===== config.mk =====
export PLATFORM = sky130hd
export DESIGN_NAME = dcache_controller
export DESIGN_NICKNAME = d
export VERILOG_FILES = /design/src/rtl/dcache_controller.sv
export SDC_FILE = /design/constraint.sdc
export NUM_CORES = 2
export LEC_CHECK = 0
export ABC_CLOCK_PERIOD_IN_PS = 18000
export CORE_ASPECT_RATIO = 1.75
export CORE_MARGIN = 4
export CORE_UTILIZATION = 55
export DETAILED_ROUTE_END_ITERATION = 8
export GPL_TIMING_DRIVEN = 0
export PLACE_DENSITY = 0.84
export REMOVE_ABC_BUFFERS = 1
export SYNTH_ARGS = -nofsm -noshare
export SYNTH_HDL_FRONTEND = slang
export SYNTH_MEMORY_MAX_BITS = 65536
export SYNTH_SLANG_ARGS = --single-unit

===== constraint.sdc =====
create_clock -name clk_i -period 18 [get_ports clk_i]
set_input_delay 3.6 -clock clk_i [delete_from_list [all_inputs] [get_ports clk_i]]
set_output_delay 3.6 -clock clk_i [all_outputs]
set_load 0.03 [all_outputs]

===== src/rtl/dcache_controller.sv =====
// ---------------------------------------------------------------------------
// dcache_controller
//
// Direct-mapped, write-back, write-allocate data cache for the MEM stage.
// It holds LINES lines of LINE_BITS bits, each with a tag, a valid bit and
// a dirty bit. Load and store hits are serviced with no stall. A miss
// stalls the pipeline while the controller writes back a dirty victim (if
// there is one), fetches the new line, and then spends one settle cycle.
//
// Ports:
//   clk_i           clock, all state changes on the rising edge
//   rst_i           synchronous active-high reset
//   cpu_addr_i      byte address: word [4:2], index [8:5], tag [31:9]
//   cpu_data_i      store data
//   cpu_MemRead_i   load request
//   cpu_MemWrite_i  store request (wins if both requests are high)
//   cpu_data_o      load data, zero when no load hits
//   cpu_stall_o     freezes the pipeline registers during a miss
//   mem_addr_o      line-aligned address towards the data memory
//   mem_data_o      victim line during write-back
//   mem_enable_o    memory request, held until mem_ack_i
//   mem_write_o     1 = write-back, 0 = line fill
//   mem_data_i      fill data, valid with mem_ack_i
//   mem_ack_i       single-cycle completion pulse
// ---------------------------------------------------------------------------
module dcache_controller #(
   parameter int LINES     = 16,
   parameter int LINE_BITS = 256
) (
   input  logic                 clk_i,
   input  logic                 rst_i,
   input  logic [31:0]          cpu_addr_i,
   input  logic [31:0]          cpu_data_i,
   input  logic                 cpu_MemRead_i,
   input  logic                 cpu_MemWrite_i,
   output logic [31:0]          cpu_data_o,
   output logic                 cpu_stall_o,
   output logic [31:0]          mem_addr_o,
   output logic [LINE_BITS-1:0] mem_data_o,
   output logic                 mem_enable_o,
   output logic                 mem_write_o,
   input  logic [LINE_BITS-1:0] mem_data_i,
   input  logic                 mem_ack_i
);

   localparam int WORDS  = LINE_BITS / 32;
   localparam int WSEL_W = $clog2(WORDS);
   localparam int OFF_W  = $clog2(LINE_BITS / 8);
   localparam int IDX_W  = $clog2(LINES);
   localparam int TAG_W  = 32 - IDX_W - OFF_W;

   localparam logic [1:0] IDLE       = 2'd0;
   localparam logic [1:0] WRITEBACK  = 2'd1;
   localparam logic [1:0] READMISS   = 2'd2;
   localparam logic [1:0] READMISSOK = 2'd3;

   logic [1:0]           state_reg, state_next;
   logic [LINES-1:0]     valid_reg, dirty_reg;
   logic [TAG_W-1:0]     tag_mem  [LINES];
   logic [LINE_BITS-1:0] data_mem [LINES];

   logic [IDX_W-1:0]     index;
   logic [WSEL_W-1:0]    word_sel;
   logic [TAG_W-1:0]     cpu_tag;
   logic [TAG_W-1:0]     cur_tag;
   logic [LINE_BITS-1:0] cur_line;
   logic [LINE_BITS-1:0] merged_line;
   logic [31:0]          line_words [WORDS];

   logic request, hit, miss, write_hit, fill_done;

   // The byte lanes inside a word are not addressed by this cache.
   logic unused_byte_bits;
   assign unused_byte_bits = ^cpu_addr_i[1:0];

   assign index    = cpu_addr_i[OFF_W +: IDX_W];
   assign word_sel = cpu_addr_i[2 +: WSEL_W];
   assign cpu_tag  = cpu_addr_i[31 -: TAG_W];
   assign cur_tag  = tag_mem[index];
   assign cur_line = data_mem[index];

   // Split the resident line into words for the load mux, and build the
   // line with the addressed word replaced for a store hit.
   genvar gi;
   generate
      for (gi = 0; gi < WORDS; gi++) begin : g_word
         assign line_words[gi] = cur_line[gi*32 +: 32];
         assign merged_line[gi*32 +: 32] =
            (word_sel == WSEL_W'(gi)) ? cpu_data_i : cur_line[gi*32 +: 32];
      end
   endgenerate

   assign request   = cpu_MemRead_i | cpu_MemWrite_i;
   assign hit       = valid_reg[index] & (cur_tag == cpu_tag);
   assign miss      = (state_reg == IDLE) & request & ~hit;
   assign write_hit = (state_reg == IDLE) & cpu_MemWrite_i & hit;
   assign fill_done = (state_reg == READMISS) & mem_ack_i;

   always_comb begin
      state_next = state_reg;
      case (state_reg)
         IDLE: begin
            if (miss) begin
               state_next = (valid_reg[index] & dirty_reg[index]) ? WRITEBACK : READMISS;
            end
         end
         WRITEBACK:  if (mem_ack_i) state_next = READMISS;
         READMISS:   if (mem_ack_i) state_next = READMISSOK;
         READMISSOK: state_next = IDLE;
         default:    state_next = IDLE;
      endcase
   end

   always_ff @(posedge clk_i) begin
      if (rst_i) begin
         state_reg <= IDLE;
         valid_reg <= '0;
         dirty_reg <= '0;
      end else begin
         state_reg <= state_next;
         if (fill_done) begin
            valid_reg[index] <= 1'b1;
            dirty_reg[index] <= 1'b0;
         end else if (write_hit) begin
            dirty_reg[index] <= 1'b1;
         end
      end
   end

   // Tag and data arrays carry no reset; an ack that lands on a reset edge
   // must not commit a fill.
   always_ff @(posedge clk_i) begin
      if (!rst_i) begin
         if (fill_done) begin
            data_mem[index] <= mem_data_i;
            tag_mem[index]  <= cpu_tag;
         end else if (write_hit) begin
            data_mem[index] <= merged_line;
         end
      end
   end

   assign cpu_stall_o = miss | (state_reg != IDLE);
   assign cpu_data_o  = (cpu_MemRead_i & ~cpu_MemWrite_i & hit) ? line_words[word_sel] : 32'd0;

   always_comb begin
      mem_enable_o = 1'b0;
      mem_write_o  = 1'b0;
      mem_addr_o   = 32'd0;
      mem_data_o   = '0;
      case (state_reg)
         WRITEBACK: begin
            mem_enable_o = 1'b1;
            mem_write_o  = 1'b1;
            mem_addr_o   = {cur_tag, index, {OFF_W{1'b0}}};
            mem_data_o   = cur_line;
         end
         READMISS: begin
            mem_enable_o = 1'b1;
            mem_addr_o   = {cpu_tag, index, {OFF_W{1'b0}}};
         end
         default: ;
      endcase
   end

endmodule


==> flow_summary.yaml <==
worst_setup_path:
  critPathRequiredTime_ns: 14.40
  cp_max_fo: 111
  end_kind: "primary output"
  cp-start-kind: "primary input"
  rr_endpoint: "data_mem[15][143]"
  path_class: "primary input to primary output"
  worstRegToRegCells: 16
  timing.rr.start: "tag_mem[7][11]"
  r2r_setup_slack_ns: 10.91
  arrival_ns: 11.10
global_routing:
  grt_pass1_wl_um: 724000
  grt-ovfl-total: 0
  grt.total_usage: 0.303
  grt_pass1_vias: 97400
  grt_max_degree: 157
  antenna_found_initial: 36
cells_and_area:
  largest_register_ffs: 4096
  nNetsFinal: 9271
  synthToLayoutAreaGrowth_pct: 16.9
  drive_above_1_share: 0.298
  final_design_area_no_fill_um2: 210000
floorplan:
  pin_count: 648
  initial_core_util: 0.553
  die_x_um: 441
  die_h_um: 765
  floorplan.die_area_um2: 337000
  core_um2: 325000
  rows: 277
worst_hold_path:
  hold_class: "register to register"
  hold_depth: 2
  min_to: "valid_reg[13]"
  holdCritStartpoint: "valid_reg[13]"
synth:
  ys.flop_type: "edfxtp_1"
  ys_ff_latch: 4498
  ys_top_cells_by_count: "4464 x edfxtp_1, 1378 x mux4_2, 377 x mux2_2, 352 x nand2_1, 266 x and2_1"
  synthCells: 8030
  synth_area_um2: 180000
  yosys_warnings: 0
  synth_edf_count: 4464
  synth_top_area_frac: 0.745
  yosysTopAreaCell: "edfxtp_1"
  synth.distinct_cells: 71
  yosysSeqAreaShare: 0.748
  syn_avg_cell_area_um2: 22.4
  async_flop_share: 0
  synthTopCellsByArea: "edfxtp_1 74%, mux4_2 17%, mux2_2 2.4%"
  synth.most_common_cell: "edfxtp_1"
timing:
  worst_pin_slew_ns: 1.37
  skew_ns: 0.102
  rsz0062_at_grt: "no"
  fmax_ghz: 0.0680
  fin_crit_ns: 14.70
  final-setup-viol-count: 0
  slew_violations: 0
  period_share: 0.816
  hold_violations: 0
  slew_headroom: 0.0842
  hold-worst-slack_ns: 0.493
clock_network:
  cts_htree_levels: 5
  path_clk_slew_ns: 0.07
  clk_path_buf_depth: 4
  cts_hold_buffers: 0
  ctsResizeCount: 0
  postCtsSetupRepairBufs: 0
  clk_latency_ns: 0.97
  cts-buffers-inserted: 385
  numClockSinks: 4498
  cts_tree: "yes"
  root_buffer: "clkbuf_16"
route:
  drt-wirelength-per-cell_um: 37.4
  avgViaCountPerCell: 6.93
  drcViolationCount: 0
  drt-total-wl_um: 509000
  drt.antenna.violating_nets: 0
  drt_iter0_drc: 14100
  via_count: 94300
  first_pass_iters: 9
place:
  hpwl_um: 303000
  gp_congestion: 0.843
  io_buffers: 640
  placed_area_um2: 198000
power:
  max-vdd-ir-drop_uv: 146
  total_power_mw: 22.1
  p_leak_nw: 65.9
  power_density_nw_per_um2: 105
flow_run:
  drv_cap: 0
status:
  status: "finished clean"
## worst max-delay path, stage by stage
cell	delay (ns)
buf_16	0.44
buf_16	0.51
buf_16	0.52
buf_16	0.50
mux4_2	0.64
mux2i_1	0.27
o21ai_0	0.15
a221oi_1	0.80
o2111a_1	0.37
o2111ai_1	0.19
or3_1	0.40
or3b_4	0.65
buf_16	0.34
nor2_1	0.20
clkdlybuf4s50_1	0.83
## metal layers
metal / global-route usage / share of wire / up-vias
met5: 0 / 0.00057 / -
met4: 0.159 / 0.064 / 28
met3: 0.0670 / 0.12 / 1699
met2: 0.488 / 0.49 / 8037
met1: 0.390 / 0.32 / 48700
li1: - / - / 35800
## worst max-delay path by stage
stage,end,start,slack [ns]
after floorplan,data_mem[15][0],cpu_addr_i[5],-0.20
after global placement,data_mem[3][255],cpu_addr_i[5],-112.96
after detailed placement,cpu_data_o[30],cpu_addr_i[5],3.31
after CTS,cpu_data_o[30],cpu_addr_i[5],3.31
after global routing,cpu_data_o[14],cpu_addr_i[5],2.91
final,cpu_data_o[14],cpu_addr_i[5],3.30
## layout by cell type (no fill, tap or decap), types with 77 or more instances in the layout
cell / netlist / layout
and2_1: 266 / 266
mux2_2: 377 / 377
clkbuf_16: 0 / 391
nand2_1: 352 / 350
clkdlybuf4s50_1: 0 / 632
mux4_2: 1378 / 1378
buf_12: 0 / 217
buf_16: 0 / 102
edfxtp_1: 4464 / 4464
mux2i_1: 77 / 77
o22ai_1: 105 / 105
## kinds of logic (layout without fill, tap and decap cells)
logic type,after synthesis,after routing,share of synthesized area
AO/OA/AOI/OAI,269,269,0.0102
XOR/XNOR,20,20,0.000973
adder cells (fa/ha/maj),3,3,0.000209
buffers and inverters,520,1744,0.0133
flip-flops,4498,4498,0.748
multiplexers,1895,1895,0.204
other,1,27,0.0000208
AND/OR/NAND/NOR,824,824,0.0228
## report_power, final
part | leakage [nW] | switching (mW) | internal [mW] | total [mW]
clock network | 6.15 | 3.85 | 4.63 | 8.47
logic | 19.4 | 1.22 | 0.837 | 2.05
registers | 40.4 | 0.0204 | 11.6 | 11.6
## cell type report
type | count | area (um2)
antenna | 22 | 55.1
clock buffer | 459 | 10100
clock inverter | 243 | 2510
fill | 19600 | 115000
inverter | 36 | 140
multi-input combinational | 3016 | 43300
sequential | 4498 | 135000
tap | 4324 | 5410
timing repair buffer | 1006 | 14200
## stage by stage
step | util | instances | worst slack, ns | setup TNS [ns]
3_5_place_dp | 0.607 | 12900 | 3.31 | 0
2_1_floorplan | - | 7550 | -0.203 | -770.59
3_3_place_gp | 0.583 | 12500 | -112.96 | -
5_1_grt | 0.646 | 13600 | 2.91 | 0
6_report | 0.646 | 13600 | 3.30 | 0
4_1_cts | 0.646 | 13600 | 3.31 | 0
Note: power is estimated with default switching activity, not from simulation.
==> variant: new RTL, config.mk and constraints unchanged <==
Set the parameter `LINES` to 8 (it was 16).
--- a/src/rtl/dcache_controller.sv
+++ b/src/rtl/dcache_controller.sv
@@ -24,7 +24,7 @@
 //   mem_ack_i       single-cycle completion pulse
 // ---------------------------------------------------------------------------
 module dcache_controller #(
-   parameter int LINES     = 16,
+   parameter int LINES     = 8,
    parameter int LINE_BITS = 256
 ) (
    input  logic                 clk_i,
Check against the original RTL: not settled (the Yosys comparison gave no result); the edit may change what the design does.
==> variant against the original RTL <==
The run now ends with capacitance limit, slew limit left. Cell area down 47%. First-iteration DRC count down 32%. Cell count down 33%. Die area down 48%. Synthesized area down 49%. Clock power down 53%. Total power down 48%. Sequential cell count down 2240. Combinational power down 18%. Clock skew down 41 ps. Worst setup slack better by 530 ps. Wire length down 44%. Utilization up 1.9 points. Fmax up 3.7%. Largest cell class unchanged. Largest power group unchanged.
==> variant: results <==
global_routing:
  grt_pass1_vias: 61662
  grt_max_degree: 104
  met2_usage_pct: 50.8
  antenna_found_initial: 17
routing:
  viasPerCell: 6.78
  routed-wl-met2_um: 134000
  met3WireLength_um: 36600
  wl_per_cell_um: 31.3
  met1Wirelength_um: 94900
pwr:
  power_leakage_nw: 36.9
  ir_drop_mv: 0.0982
  p_switching_mw: 2.93
  clock_power_share_pct: 34.7
placed_design:
  gp_congestion: 0.866
  dp_hpwl_um: 182000
  post-place-ws_ps: 4400
cells_and_area:
  largest_reg_flops: 2048
  final_nets: 7034
status:
  violations: "capacitance limit, slew limit"
  status: "finished with violations"
timing:
  maxSlewViolCount: 23
yosys:
  synth_mux_area_share_pct: 6.17
  synthTopCellsByCount: "2,240 x edfxtp_1, 511 x a22oi_1, 330 x mux2i_1"
  synth_fa_ha_area_share_pct: 0.0408
run:
  max_cap_violations: 1
clock_tree:
  cts_made_buffers: 184
  htreeDepth: 4
variant: changes by cell type in the layout (fill, tap and decap cells not counted), moves of 205 or more:
cell,before,now
edfxtp_1,4464,2240
mux4_2,1378,48
a22oi_1,39,511
mux2_2,377,112
mux2i_1,77,330
buf_6,28,261
a21oi_1,27,255
clkbuf_16,391,185
nor2_1,57,262
variant: worst paths after layout:
kind                                startpoint                to  slack, ps  cells after the start
worst max-delay path             cpu_addr_i[7]     cpu_data_o[1]       3830                     14
worst max register to register  tag_mem[7][13]  data_mem[0][109]      11230                     16
worst min-delay path              valid_reg[5]      valid_reg[5]        500                      2
worst min register to register    valid_reg[5]      valid_reg[5]        500                      2
variant: area by class of cell:
cell class,count,area [um2],share of cell area [%]
Clock inverter,114,1170,1.06
Tap cell,2200,2750,2.49
Timing Repair Buffer,1015,11700,10.6
Sequential cell,2258,67600,61.1
Clock buffer,226,4780,4.32
Multi-Input combinational cell,3224,22500,20.3
Inverter,23,91.3,0.0826
Antenna cell,10,25.0,0.0226
variant: logic make-up (layout without fill, tap and decap cells):
logic type	count (synthesis)	in the layout
flip-flops	2258	2258
adder cells (fa/ha/maj)	3	3
multiplexers	492	492
XOR/XNOR	10	10
AND/OR/NAND/NOR	1146	1146
buffers and inverters	493	1378
AO/OA/AOI/OAI	1568	1568
other	1	15
variant: metrics by stage:
step / hold WS (ps) / instances / instance area [um2] / power [mW] / utilization, %
final: 500 / 9070 / 111000 / 11.5 / 66.6
after global routing: 520 / 9064 / 111000 / 11.8 / 66.6
after CTS: 500 / 9060 / 111000 / 11.5 / 66.5
after detailed placement: 481 / 8720 / 105000 / 7.61 / 63.0
after global placement: 461 / 8345 / 99100 / 7.78 / 59.6
after floorplan: 448 / 5505 / 89900 / 6.91 / -
